## src/rtl/countdown_timer_pkg.sv

```systemverilog
// Shared definitions for the countdown timer.
//   timer_state_t : controller states (IDLE, RUN, PAUSE, DONE)
package countdown_timer_pkg;

  typedef enum logic [1:0] {
    IDLE  = 2'd0,
    RUN   = 2'd1,
    PAUSE = 2'd2,
    DONE  = 2'd3
  } timer_state_t;

endpackage

```

## src/rtl/countdown_timer_tick_gen.sv

```systemverilog
// tick_gen: prescaler for the countdown timer.
// Counts 0..PRESCALE-1 while ena is high and raises tick in the cycle
// whose edge wraps the counter back to 0. The counter holds its value while
// ena is low, so a paused timer resumes mid-period.
//   clk   in  system clock, rising edge
//   rst_  in  asynchronous active-low reset
//   ena   in  advance the prescaler this cycle
//   clr   in  force the prescaler to 0 (wins over ena)
//   tick  out wrap indication, combinational from the counter and ena
module tick_gen #(
  parameter int PRESCALE = 1
) (
  input  logic clk,
  input  logic rst_,
  input  logic ena,
  input  logic clr,
  output logic tick
);

  // A one-cycle prescaler still needs a 1-bit counter to keep the code uniform.
  localparam int CW = (PRESCALE > 1) ? $clog2(PRESCALE) : 1;
  localparam logic [CW-1:0] LAST = CW'(PRESCALE - 1);

  logic [CW-1:0] cnt_q;
  logic [CW-1:0] cnt_d;

  always_comb begin
    cnt_d = cnt_q;
    tick  = 1'b0;
    if (clr) begin
      cnt_d = '0;
    end else if (ena) begin
      if (cnt_q == LAST) begin
        cnt_d = '0;
        tick  = 1'b1;
      end else begin
        cnt_d = cnt_q + 1'b1;
      end
    end
  end

  always_ff @(posedge clk or negedge rst_) begin
    if (!rst_) begin
      cnt_q <= '0;
    end else begin
      cnt_q <= cnt_d;
    end
  end

endmodule

```

## src/rtl/countdown_timer.sv

```systemverilog
// countdown_timer: loadable down-counter with one-shot / periodic modes.
//   clk       in   system clock, rising edge
//   rst_      in   asynchronous active-low reset
//   load      in   pulse: load load_val into count and reload register
//   load_val  in   count / reload value (WIDTH bits)
//   start     in   pulse: begin or resume counting (ignored when count is 0)
//   stop      in   pulse: pause counting (wins over start)
//   mode      in   0 = one-shot, 1 = periodic; sampled on each expiry
//   irq_ack   in   clears irq (a simultaneous expiry keeps it set)
//   count     out  current count value
//   running   out  high exactly while in RUN
//   expired   out  one-cycle pulse following each expiry
//   irq       out  sticky expiry flag
// All outputs come straight from flops.
module countdown_timer
  import countdown_timer_pkg::*;
#(
  parameter int WIDTH    = 32,
  parameter int PRESCALE = 1
) (
  input  logic             clk,
  input  logic             rst_,
  input  logic             load,
  input  logic [WIDTH-1:0] load_val,
  input  logic             start,
  input  logic             stop,
  input  logic             mode,
  input  logic             irq_ack,
  output logic [WIDTH-1:0] count,
  output logic             running,
  output logic             expired,
  output logic             irq
);

  localparam logic [WIDTH-1:0] ONE = WIDTH'(1);

  timer_state_t     state_q, state_d;
  logic [WIDTH-1:0] count_q, count_d;
  logic [WIDTH-1:0] reload_q, reload_d;
  logic             running_q, running_d;
  logic             expired_q, expired_d;
  logic             irq_q, irq_d;
  logic             tick;

  // The prescaler advances in every RUN cycle, including the cycle in which
  // stop is sampled; it is frozen from the first PAUSE cycle onwards.
  tick_gen #(
    .PRESCALE (PRESCALE)
  ) u_tick_gen (
    .clk  (clk),
    .rst_ (rst_),
    .ena  ((state_q == RUN) && !load),
    .clr  (load),
    .tick (tick)
  );

  always_comb begin
    state_d   = state_q;
    count_d   = count_q;
    reload_d  = reload_q;
    expired_d = 1'b0;
    irq_d     = irq_q & ~irq_ack;

    if (load) begin
      count_d  = load_val;
      reload_d = load_val;
      state_d  = IDLE;
    end else begin
      case (state_q)
        RUN: begin
          if (tick) begin
            if (count_q > ONE) begin
              count_d = count_q - ONE;
            end else if (count_q == ONE) begin
              expired_d = 1'b1;
              irq_d     = 1'b1;   // set beats a coincident irq_ack
              if (mode) begin
                count_d = reload_q;
              end else begin
                count_d = '0;
                state_d = DONE;
              end
            end
          end
          // A one-shot that expires on the stop cycle finishes in DONE:
          // there is nothing left to pause.
          if (stop && (state_d == RUN)) begin
            state_d = PAUSE;
          end
        end
        default: begin
          if (start && !stop && (count_q != '0)) begin
            state_d = RUN;
          end
        end
      endcase
    end

    running_d = (state_d == RUN);
  end

  always_ff @(posedge clk or negedge rst_) begin
    if (!rst_) begin
      state_q   <= IDLE;
      count_q   <= '0;
      reload_q  <= '0;
      running_q <= 1'b0;
      expired_q <= 1'b0;
      irq_q     <= 1'b0;
    end else begin
      state_q   <= state_d;
      count_q   <= count_d;
      reload_q  <= reload_d;
      running_q <= running_d;
      expired_q <= expired_d;
      irq_q     <= irq_d;
    end
  end

  assign count   = count_q;
  assign running = running_q;
  assign expired = expired_q;
  assign irq     = irq_q;

endmodule

```

## config.mk

```make
export PLATFORM = sky130hd
export DESIGN_NAME = countdown_timer
export DESIGN_NICKNAME = d
export VERILOG_FILES = /design/src/rtl/countdown_timer_pkg.sv /design/src/rtl/countdown_timer_tick_gen.sv /design/src/rtl/countdown_timer.sv
export SDC_FILE = /design/constraint.sdc
export NUM_CORES = 1
export LEC_CHECK = 0
export CAP_MARGIN = 5
export CORE_MARGIN = 4
export CORE_UTILIZATION = 35
export CTS_BUF_LIST = sky130_fd_sc_hd__clkbuf_8
export DETAILED_ROUTE_END_ITERATION = 10
export PLACE_DENSITY_LB_ADDON = 0.2
export SLEW_MARGIN = 20
export SYNTH_ARGS = -nofsm -noshare
export SYNTH_HDL_FRONTEND = slang
export SYNTH_SLANG_ARGS = --single-unit
```

## constraint.sdc

```tcl
create_clock -name clk -period 2.7 [get_ports clk]
set_clock_uncertainty 0.05 [all_clocks]
set_input_delay 0.675 -clock clk [delete_from_list [all_inputs] [get_ports clk]]
set_output_delay 0.675 -clock clk [all_outputs]
set_load 0.05 [all_outputs]
```

==> run metrics, run 1 <==
final setup vio count=0; Primary FF master, synth=dfrtp_1; DR iter-0 viols=between 200 and 300; compound-gate portion of the synthesized area=0.238; Ys Warns=0; VDD IR max=0.259 mV; GR Util All Layers=0.182; Synth cell types=54; GP Congestion=0.888; Worst-Margin Slew=slightly above 500 ps; vias in the first global route=approximately 3500; post-synth top area cell=dfrtp_1; WL/cell=18.3 um; die area=approximately 13000 um^2; largest family of logic cells by synthesized area=compound AO/OA/AOI/OAI gates; FP Rows=37; DR DRC count=0; non-filler cells, final=around 620; post-synth net total=428; post-detail-place hpwl=~8100 um; Seq cells post-synth=just under 70; CTS Buf Count=9; H-tree depth=3; Post-synth ARST share=1.00; Worst Hold Class=primary input to async pin; placed cells=between 600 and 700; Post-Syn Area=between 3000 and 4000 um^2; Port Buffers=between 70 and 80; Chip Width=between 100 and 150 um; CTS max path bufs=2; largest net degree at the start of global routing=70; core area=approximately 11000 um^2; DRT Pass-1 Iters=4; area grow syn2layout=33.7%; Root Buffer=clkbuf_8; Final Hold Viols=0; RSZ-0062 raised after global routing=false; relative slew slack=0.657; commonest non-fill, non-tap cell in the layout=clkdlybuf4s50_1; Simple-Gate Fraction of Synth Area=0.180; fill cell count=1006; Die Ht=~110 um; Worst-path clk slew=80 ps; period utilisation layout=0.946; initial core utilization=0.366; Final nets=about 520; global route overflow=0; Clock Latency Late Sink=350 ps; WP data required=2890 ps; vias=approximately 3500; Critical Path End Type=register; P_leak=2.03 nW; mux contribution to synthesized area=0.0850; Area contributors post-synth=dfrtp_1, mux2_2, o21ai_0; crit start category=register; sequential-to-total area share from yosys stat=0.449; Via density=approximately 5.7; pwr/cell area=roughly 610 nW/um^2; Antenna Nets Post-Route=0; Antenna Cells=0; outcome=finished clean; Synth top area share=0.449; EDFF count, synth=0; Crit Path Category=register to register; cts hold-fix bufs=0; antenna violations before repair=0; maximum fanout along the worst path=6; routed wire length=around 11000 um; max-capacitance violation count=0; Post-Synth Adder-Cell Area=0.00977; crit path DAT=2740 ps; Min Clock Period, post-route=~2600 ps; xor/xnor share of the synthesized area=0; first-pass GRT wire length=about 18000 um; commonest cells after routing, fill and taps aside=clkdlybuf4s50_1, dfrtp_1, o21ai_0, buf_4, nor2_1; Avg Cell Area, Syn=approximately 10 um^2; clock sink total=69; Max Fclk=slightly below 400 MHz; CTS tree=yes; Post-Syn Instances=roughly 390; share of cells above drive strength 1=0.221; Final TNS setup=0 ps; Slew Limit Fails=0; # IOs=74
-- what timing repair did --
action,4_1_cts,5_1_grt
setup endpoints to repair,0,23
endpoints found under the hold margin,0,0
gates resized for setup,0,3
buffers inserted,0,0
-- registers in the layout, indices dropped and copies added, names as in the netlist --
signal,flops
reload_q,32
count,32
irq,1
state_q,2
expired,1
running,1
-- worst max-delay path: stages (launching register included) --
cell     delay, ps
dfrtp_1        470
or4_1          600
or3_4          390
or4_1          560
o21ba_1        190
o21ai_1        120
o21ai_1         80
-- stage by stage --
stage,hold WS (ps),area [um^2],utilization,total power [mW],setup slack [ps]
CTS,306,5120,0.487,3.13,65.3
global route,309,5140,0.489,3.27,19.0
finish,295,5140,0.489,3.11,146
floorplan,329,3840,-,1.87,26.9
detailed placement,436,4930,0.469,2.28,78.1
global placement,424,4930,0.469,2.27,156
-- where the power goes --
group          internal, mW  switching, mW  total (mW)  leakage [nW]
sequential             1.16          0.142        1.30         0.829
combinational         0.388          0.578       0.966          1.10
clock                 0.422          0.422       0.844        0.0964
-- Yosys cell counts, types with 3 or more instances --
library cell	instances
o2bb2ai_1	11
nor2_1	31
o21ai_0	40
o31ai_1	3
a22o_1	14
o21ai_1	10
a22oi_1	10
or3_1	9
inv_1	10
o22ai_1	3
or2_2	3
nand3_1	4
a311oi_1	8
dfrtp_1	69
ha_1	3
a21oi_1	12
a221oi_1	3
buf_1	3
a221oi_2	3
buf_2	5
nor3_1	21
or4_1	5
nand2_1	15
nor4_1	9
clkbuf_1	16
mux2_2	29
nor4_2	4
-- cell families (layout without fill, tap and decap cells) --
family          count (synthesis)  after routing
simple gates                  120            120
fa+ha+maj                       3              3
compound gates                130            130
flops                          69             69
buf+inv                        35            134
mux                            29             29
-- metal layers --
| metal | track usage | up-vias | wire length [um] | share of wire |
|---|---|---|---|---|
| met3 | 0.0439 | 12 | 683 | 0.060 |
| met5 | 0 | - | 0 | 0 |
| met2 | 0.284 | 113 | 5230 | 0.46 |
| li1 | - | 1672 | - | - |
| met1 | 0.255 | 1742 | 5290 | 0.47 |
| met4 | 0.0489 | 0 | 148 | 0.013 |
-- worst paths after layout --
path | to | from | cells past startpoint | slack, ps
max | count[25]$_DFFE_PN0P_ | count[12]$_DFFE_PN0P_ | 6 | 150
min in group clk | reload_q[0]$_DFFE_PN0P_ | reload_q[0]$_DFFE_PN0P_ | 2 | 460
max in group asynchronous | count[20]$_DFFE_PN0P_ | rst_ | 2 | 1990
min | reload_q[3]$_DFFE_PN0P_ | rst_ | 2 | 300
min reg2reg | reload_q[0]$_DFFE_PN0P_ | reload_q[0]$_DFFE_PN0P_ | 2 | 460
max reg2reg | count[25]$_DFFE_PN0P_ | count[12]$_DFFE_PN0P_ | 6 | 150
-- cell type report --
cell class                 count  area (um^2)  area share
multi-input combinational    282         2000       0.389
sequential                    69         1730       0.337
timing repair buffer         108         1010       0.196
tap                          136          170      0.0331
clock buffer                   9          124      0.0241
clock inverter                 7         67.6      0.0132
inverter                      10         37.5     0.00731
(Power assumes the default switching activity.)
==> inputs of run 2 (changes only) <==
==> constraint.sdc (replaced) <==
create_clock -name clk -period 3 [get_ports clk]
set_clock_uncertainty 0.05 [all_clocks]
set_input_delay 0.75 -clock clk [delete_from_list [all_inputs] [get_ports clk]]
set_output_delay 0.75 -clock clk [all_outputs]
set_load 0.05 [all_outputs]
==> run 2 against run 1 <==
Hold slack gained 59 ps; combinational power is 14% lower; clock power grew 24%; worst setup slack better by 180 ps; critical path type unchanged; cell count is 1.6% lower; register-to-register slack better by 180 ps; flip-flop and latch count did not move; first-iteration DRC count shrank 32%.
==> run metrics, run 2 (synthesis results as in run 1) <==
Critical Path, Cell by Cell=inv_1, ha_1, or3b_2, or3_1, nor4_2, nand2b_1, o311a_1, o21ai_1; slowest CP cell=or3b_2; Min Clock Period, post-route=2680 ps (+123 ps); FP Rows=37 (unchanged); DRT Pass-1 Iters=4 (unchanged); reg2reg path depth=8 (+2); # resized after CTS=0 (unchanged); Port Buffers=73 (unchanged); Die Ht=113 um (unchanged); core area=10500 um^2 (unchanged); WL/cell=18.1 um (-0.78%); commonest non-fill, non-tap cell in the layout=clkdlybuf4s50_1; Final nets=512 (-1.9%); H-tree depth=3 (unchanged); vias=3492 (-1.3%); commonest cells after routing, fill and taps aside=clkdlybuf4s50_1, dfrtp_1, o21ai_0, nor2_1, mux2_2; antenna violations before repair=0 (unchanged); Chip Width=113 um (unchanged); post-detail-place hpwl=8030 um (-0.27%); Worst-Margin Slew=524 ps (+12.0 ps); maximum fanout along the worst path=8 (+2); cts hold-fix bufs=0 (unchanged); dpl ws=354 ps (+276 ps); CTS max path bufs=2 (unchanged); Final TNS setup=0 ps (unchanged); Antenna Nets Post-Route=0 (unchanged); VDD IR max=0.345 mV (+33%); final setup vio count=0 (unchanged); Crit Path Category=register to register; min setup slack post-route=323 ps (+177 ps); Root Buffer=clkbuf_8; CTS Buf Count=9 (unchanged); share of cells above drive strength 1=0.196 (-0.0248); Max Fclk=373 MHz (-4.6%); CP max stage delay=500 ps (-100 ps); DR iter-0 viols=185 (-32%); RSZ-0062 raised after global routing=false; WP data required=3230 ps (+340 ps); CTS tree=yes; outcome=finished clean; Worst Hold Class=primary input to async pin; Critical Path End Type=register; global route overflow=0 (unchanged); crit path DAT=2910 ps (+170 ps); P_leak=2.02 nW (-0.31%); GR Util All Layers=0.178 (-0.00472); Via density=5.72 (+0.29%); crit start category=register; clock sink total=69 (unchanged); routed wire length=11100 um (-2.4%); Clock Latency Late Sink=340 ps (about the same); pwr/cell area=598 nW/um^2 (-1.2%); Final Hold Viols=0 (unchanged); GP Congestion=0.864 (-2.6%); die area=12700 um^2 (unchanged); Worst-path clk slew=80 ps (about the same); # IOs=74 (unchanged); Slew Limit Fails=0 (unchanged); Post CTS Setup Buffer Count=0 (unchanged); relative slew slack=0.649 (-0.00802); max-capacitance violation count=0 (unchanged); area grow syn2layout=33.2%; period utilisation layout=0.892 (-0.0535); largest net degree at the start of global routing=70 (unchanged); initial core utilization=0.366 (unchanged); first-pass GRT wire length=18400 um (-0.30%); Antenna Cells=0 (unchanged); DR DRC count=0 (unchanged); vias in the first global route=3437 (-1.2%)
## run 2: path summary, 6_finish.rpt
kind                                          from  slack [ps]                 endpoint
min in group clk           reload_q[0]$_DFFE_PN0P_         450  reload_q[0]$_DFFE_PN0P_
setup reg to reg              count[1]$_DFFE_PN0P_         320    count[28]$_DFFE_PN0P_
hold reg to reg            reload_q[0]$_DFFE_PN0P_         450  reload_q[0]$_DFFE_PN0P_
setup / recovery              count[1]$_DFFE_PN0P_         320    count[28]$_DFFE_PN0P_
hold / removal                                rst_         350            irq$_DFF_PN0_
max in group asynchronous                     rst_        2210     count[4]$_DFFE_PN0P_
## run 2: per-layer routing
layer	vias up	share of wire	track usage
li1	1645	-	-
met2	115	0.48	0.279
met5	-	0	0
met3	13	0.053	0.0374
met4	0	0.013	0.0393
met1	1719	0.46	0.253
## run 2: critical path, delay by kind of cell, from the launching register on
kind                     cells  cell delay [ps]
adder cells (fa/ha/maj)      1              170
AND/OR/NAND/NOR              4             1420
flip-flops                   1              430
AO/OA/AOI/OAI                2              420
buffers and inverters        1              130
## run 2: layout make-up
type                    count  area, um^2
multi-input cells         282        1980
well taps                 136         170
inverters                  10        37.5
fillers                   969        5390
clock inverters             5         129
repair buffers             98         921
flip-flops and latches     69        1730
clock buffers              11         151
## run 2: metrics by stage
stage / power (mW) / hold WS [ps] / util / instances / cell area (um^2)
final: 3.06 / 354 / 0.487 / 611 / 5120
after global routing: 3.20 / 388 / 0.487 / 611 / 5120
after CTS: 3.09 / 383 / 0.487 / 611 / 5120
after detailed placement: 2.03 / 432 / 0.460 / 595 / 4840
after global placement: 2.02 / 433 / 0.460 / 595 / 4840
after floorplan: 1.68 / 404 / - / 386 / 3840
## run 2: where the power goes
part	internal [mW]	switching (mW)
logic	0.330	0.499
registers	1.04	0.139
clock network	0.685	0.368
==> inputs of run 3 (changes only) <==
--- a/config.mk
+++ b/config.mk
@@ -6,7 +6,7 @@
 export NUM_CORES = 1
 export LEC_CHECK = 0
 export CAP_MARGIN = 5
-export CORE_MARGIN = 4
+export CORE_MARGIN = 2
 export CORE_UTILIZATION = 35
 export CTS_BUF_LIST = sky130_fd_sc_hd__clkbuf_8
 export DETAILED_ROUTE_END_ITERATION = 10
@@ -15,3 +15,4 @@
 export SYNTH_ARGS = -nofsm -noshare
 export SYNTH_HDL_FRONTEND = slang
 export SYNTH_SLANG_ARGS = --single-unit
+export TNS_END_PERCENT = 20
==> run 3 against run 2 <==
Critical path type unchanged; flip-flop and latch count is the same; first-iteration DRC count shrank 3.2%; global-route usage grew 2.0 points; non-clock buffer count unchanged; sequential power about the same; largest power group unchanged; sequential share of layout area is 0.66 points higher.
==> run metrics, run 3 (synthesis results as in run 1) <==
internal power=1.73 mW (-16%); placed cells=599 (+0.67%); Critical Path, Cell by Cell=inv_1, ha_1, or3b_2, or3_1, or3_4, o31a_1, o21ai_1; Chip Width=109 um (-3.5%); CTS max path bufs=2 (unchanged); Max Fclk=357 MHz (-4.5%); Clk network pwr share=0.259 (-0.085); GP Congestion=0.822 (-4.9%); CP max stage delay=530 ps (+30 ps); Root Buffer=clkbuf_8; first-pass GRT wire length=18100 um (-2.1%); CTS Buf Count=9 (unchanged); clock sink total=69 (unchanged); WL/cell=18.2 um (+0.26%); # IOs=74 (unchanged); reg2reg path depth=7 (-1); area grow syn2layout=30.7%; initial core utilization=0.356 (-0.00962); global route overflow=0 (unchanged); largest net degree at the start of global routing=41 (-41%); Crit Path Category=register to register; Flop pwr share=0.432 (+0.047); Worst Hold Class=primary input to async pin; RSZ-0062 raised after global routing=false; DR iter-0 viols=179 (-3.2%); routed wire length=11200 um (+0.75%); Via density=5.66 (-0.97%); crit start category=register; Final Hold Viols=0 (unchanged); Switching Fraction=0.364 (+0.0353); combinational share of power=0.309 (+0.038); Die Ht=109 um (-3.5%); core area=10800 um^2 (+2.7%); antenna violations before repair=0 (unchanged); Clock Latency Late Sink=360 ps (+20 ps); R2R Path End=count[22]$_DFFE_PN0P_; VDD IR max=0.240 mV (-30%); Worst-Margin Slew=526 ps (+1.83 ps); Min Clock Period, post-route=2800 ps (+127 ps); WP data required=3230 ps (about the same); share of cells above drive strength 1=0.190 (-0.00592); slowest CP cell=or3b_2; Final TNS setup=0 ps (unchanged); GR Util All Layers=0.197 (+0.0196); Port Buffers=73 (unchanged); commonest non-fill, non-tap cell in the layout=clkdlybuf4s50_1; Post CTS Setup Buffer Count=0 (unchanged); non-filler cells, final=614 (+0.49%); post-detail-place hpwl=7950 um (-1.0%); DR DRC count=0 (unchanged); period utilisation layout=0.935 (+0.0422); max-capacitance violation count=0 (unchanged); # resized after CTS=0 (unchanged); DRT Pass-1 Iters=4 (unchanged); Worst-path clk slew=80 ps (about the same); cts hold-fix bufs=0 (unchanged); FP Rows=38 (+2.7%); final setup vio count=0 (unchanged); H-tree depth=3 (unchanged); crit path DAT=3040 ps (+130 ps); Sw Pwr=0.991 mW (-1.4%); P_leak=1.98 nW (-2.0%); CTS tree=yes; vias=3475 (-0.49%); vias in the first global route=3524 (+2.5%); Slew Limit Fails=0 (unchanged); pwr/cell area=543 nW/um^2 (-9.3%); relative slew slack=0.648 (-0.00123); total power=2.72 mW (-11%); outcome=finished clean; Critical Path End Type=register; commonest cells after routing, fill and taps aside=clkdlybuf4s50_1, dfrtp_1, o21ai_0, nor2_1, mux2_2; RR Startpoint=count[0]$_DFFE_PN0P_; Antenna Nets Post-Route=0 (unchanged); Antenna Cells=0 (unchanged); R2R Setup Slk=200 ps (-130 ps); die area=11800 um^2 (-7.0%); maximum fanout along the worst path=8 (unchanged); Final nets=512 (unchanged)
## run 3: stage by stage
step | setup WS (ps) | cell area [um^2] | hold slack (ps) | utilization
floorplan | 213 | 3840 | 404 | -
CTS | 205 | 5020 | 311 | 0.465
global placement | 315 | 4840 | 420 | 0.449
finish | 196 | 5020 | 302 | 0.465
global route | 8.21 | 5020 | 327 | 0.465
detailed placement | 219 | 4840 | 431 | 0.449
## run 3: metal layers
layer | GRT usage | vias to the layer above | share of wire
met1 | 0.267 | 1711 | 0.46
li1 | - | 1646 | -
met3 | 0.0508 | 14 | 0.056
met2 | 0.307 | 104 | 0.47
met5 | 0 | - | 0
met4 | 0.0678 | 0 | 0.014
## run 3: worst max path at each step
| stage | from | to | slack (ps) | cells past startpoint |
|---|---|---|---|---|
| 2_1_floorplan | count[1]$_DFFE_PN0P_ | count[22]$_DFFE_PN0P_ | 210 | 8 |
| 3_3_place_gp | count[0]$_DFFE_PN0P_ | count[22]$_DFFE_PN0P_ | 310 | 7 |
| 3_5_place_dp | count[0]$_DFFE_PN0P_ | count[20]$_DFFE_PN0P_ | 220 | 8 |
| 4_1_cts | count[0]$_DFFE_PN0P_ | count[20]$_DFFE_PN0P_ | 210 | 8 |
| 5_1_grt | count[0]$_DFFE_PN0P_ | count[28]$_DFFE_PN0P_ | 8 | 8 |
| 6_report | count[0]$_DFFE_PN0P_ | count[22]$_DFFE_PN0P_ | 200 | 7 |
## run 3: cell type report
cell class	count	area, um^2
inverters	10	37.5
clock inverters	3	12.5
well taps	140	175
repair buffers	98	921
multi-input cells	282	1980
clock buffers	12	165
flip-flops and latches	69	1730
fillers	1020	5770
## run 3: worst max-delay path: cells and delay by family (launching register included)
family | cells | cell delay, ps
buffers and inverters | 1 | 120
AND/OR/NAND/NOR | 3 | 1400
flip-flops | 1 | 460
adder cells (fa/ha/maj) | 1 | 310
AO/OA/AOI/OAI | 2 | 390
## run 3: power by group through the flow
stage                     Combinational [mW]  Sequential [mW]  Clock, mW
after global placement                 0.838             1.19          0
after detailed placement               0.845             1.19          0
final                                  0.842             1.18      0.705
after CTS                              0.847             1.18      0.723
after floorplan                        0.282             1.40          0
after global routing                   0.901             1.20      0.761
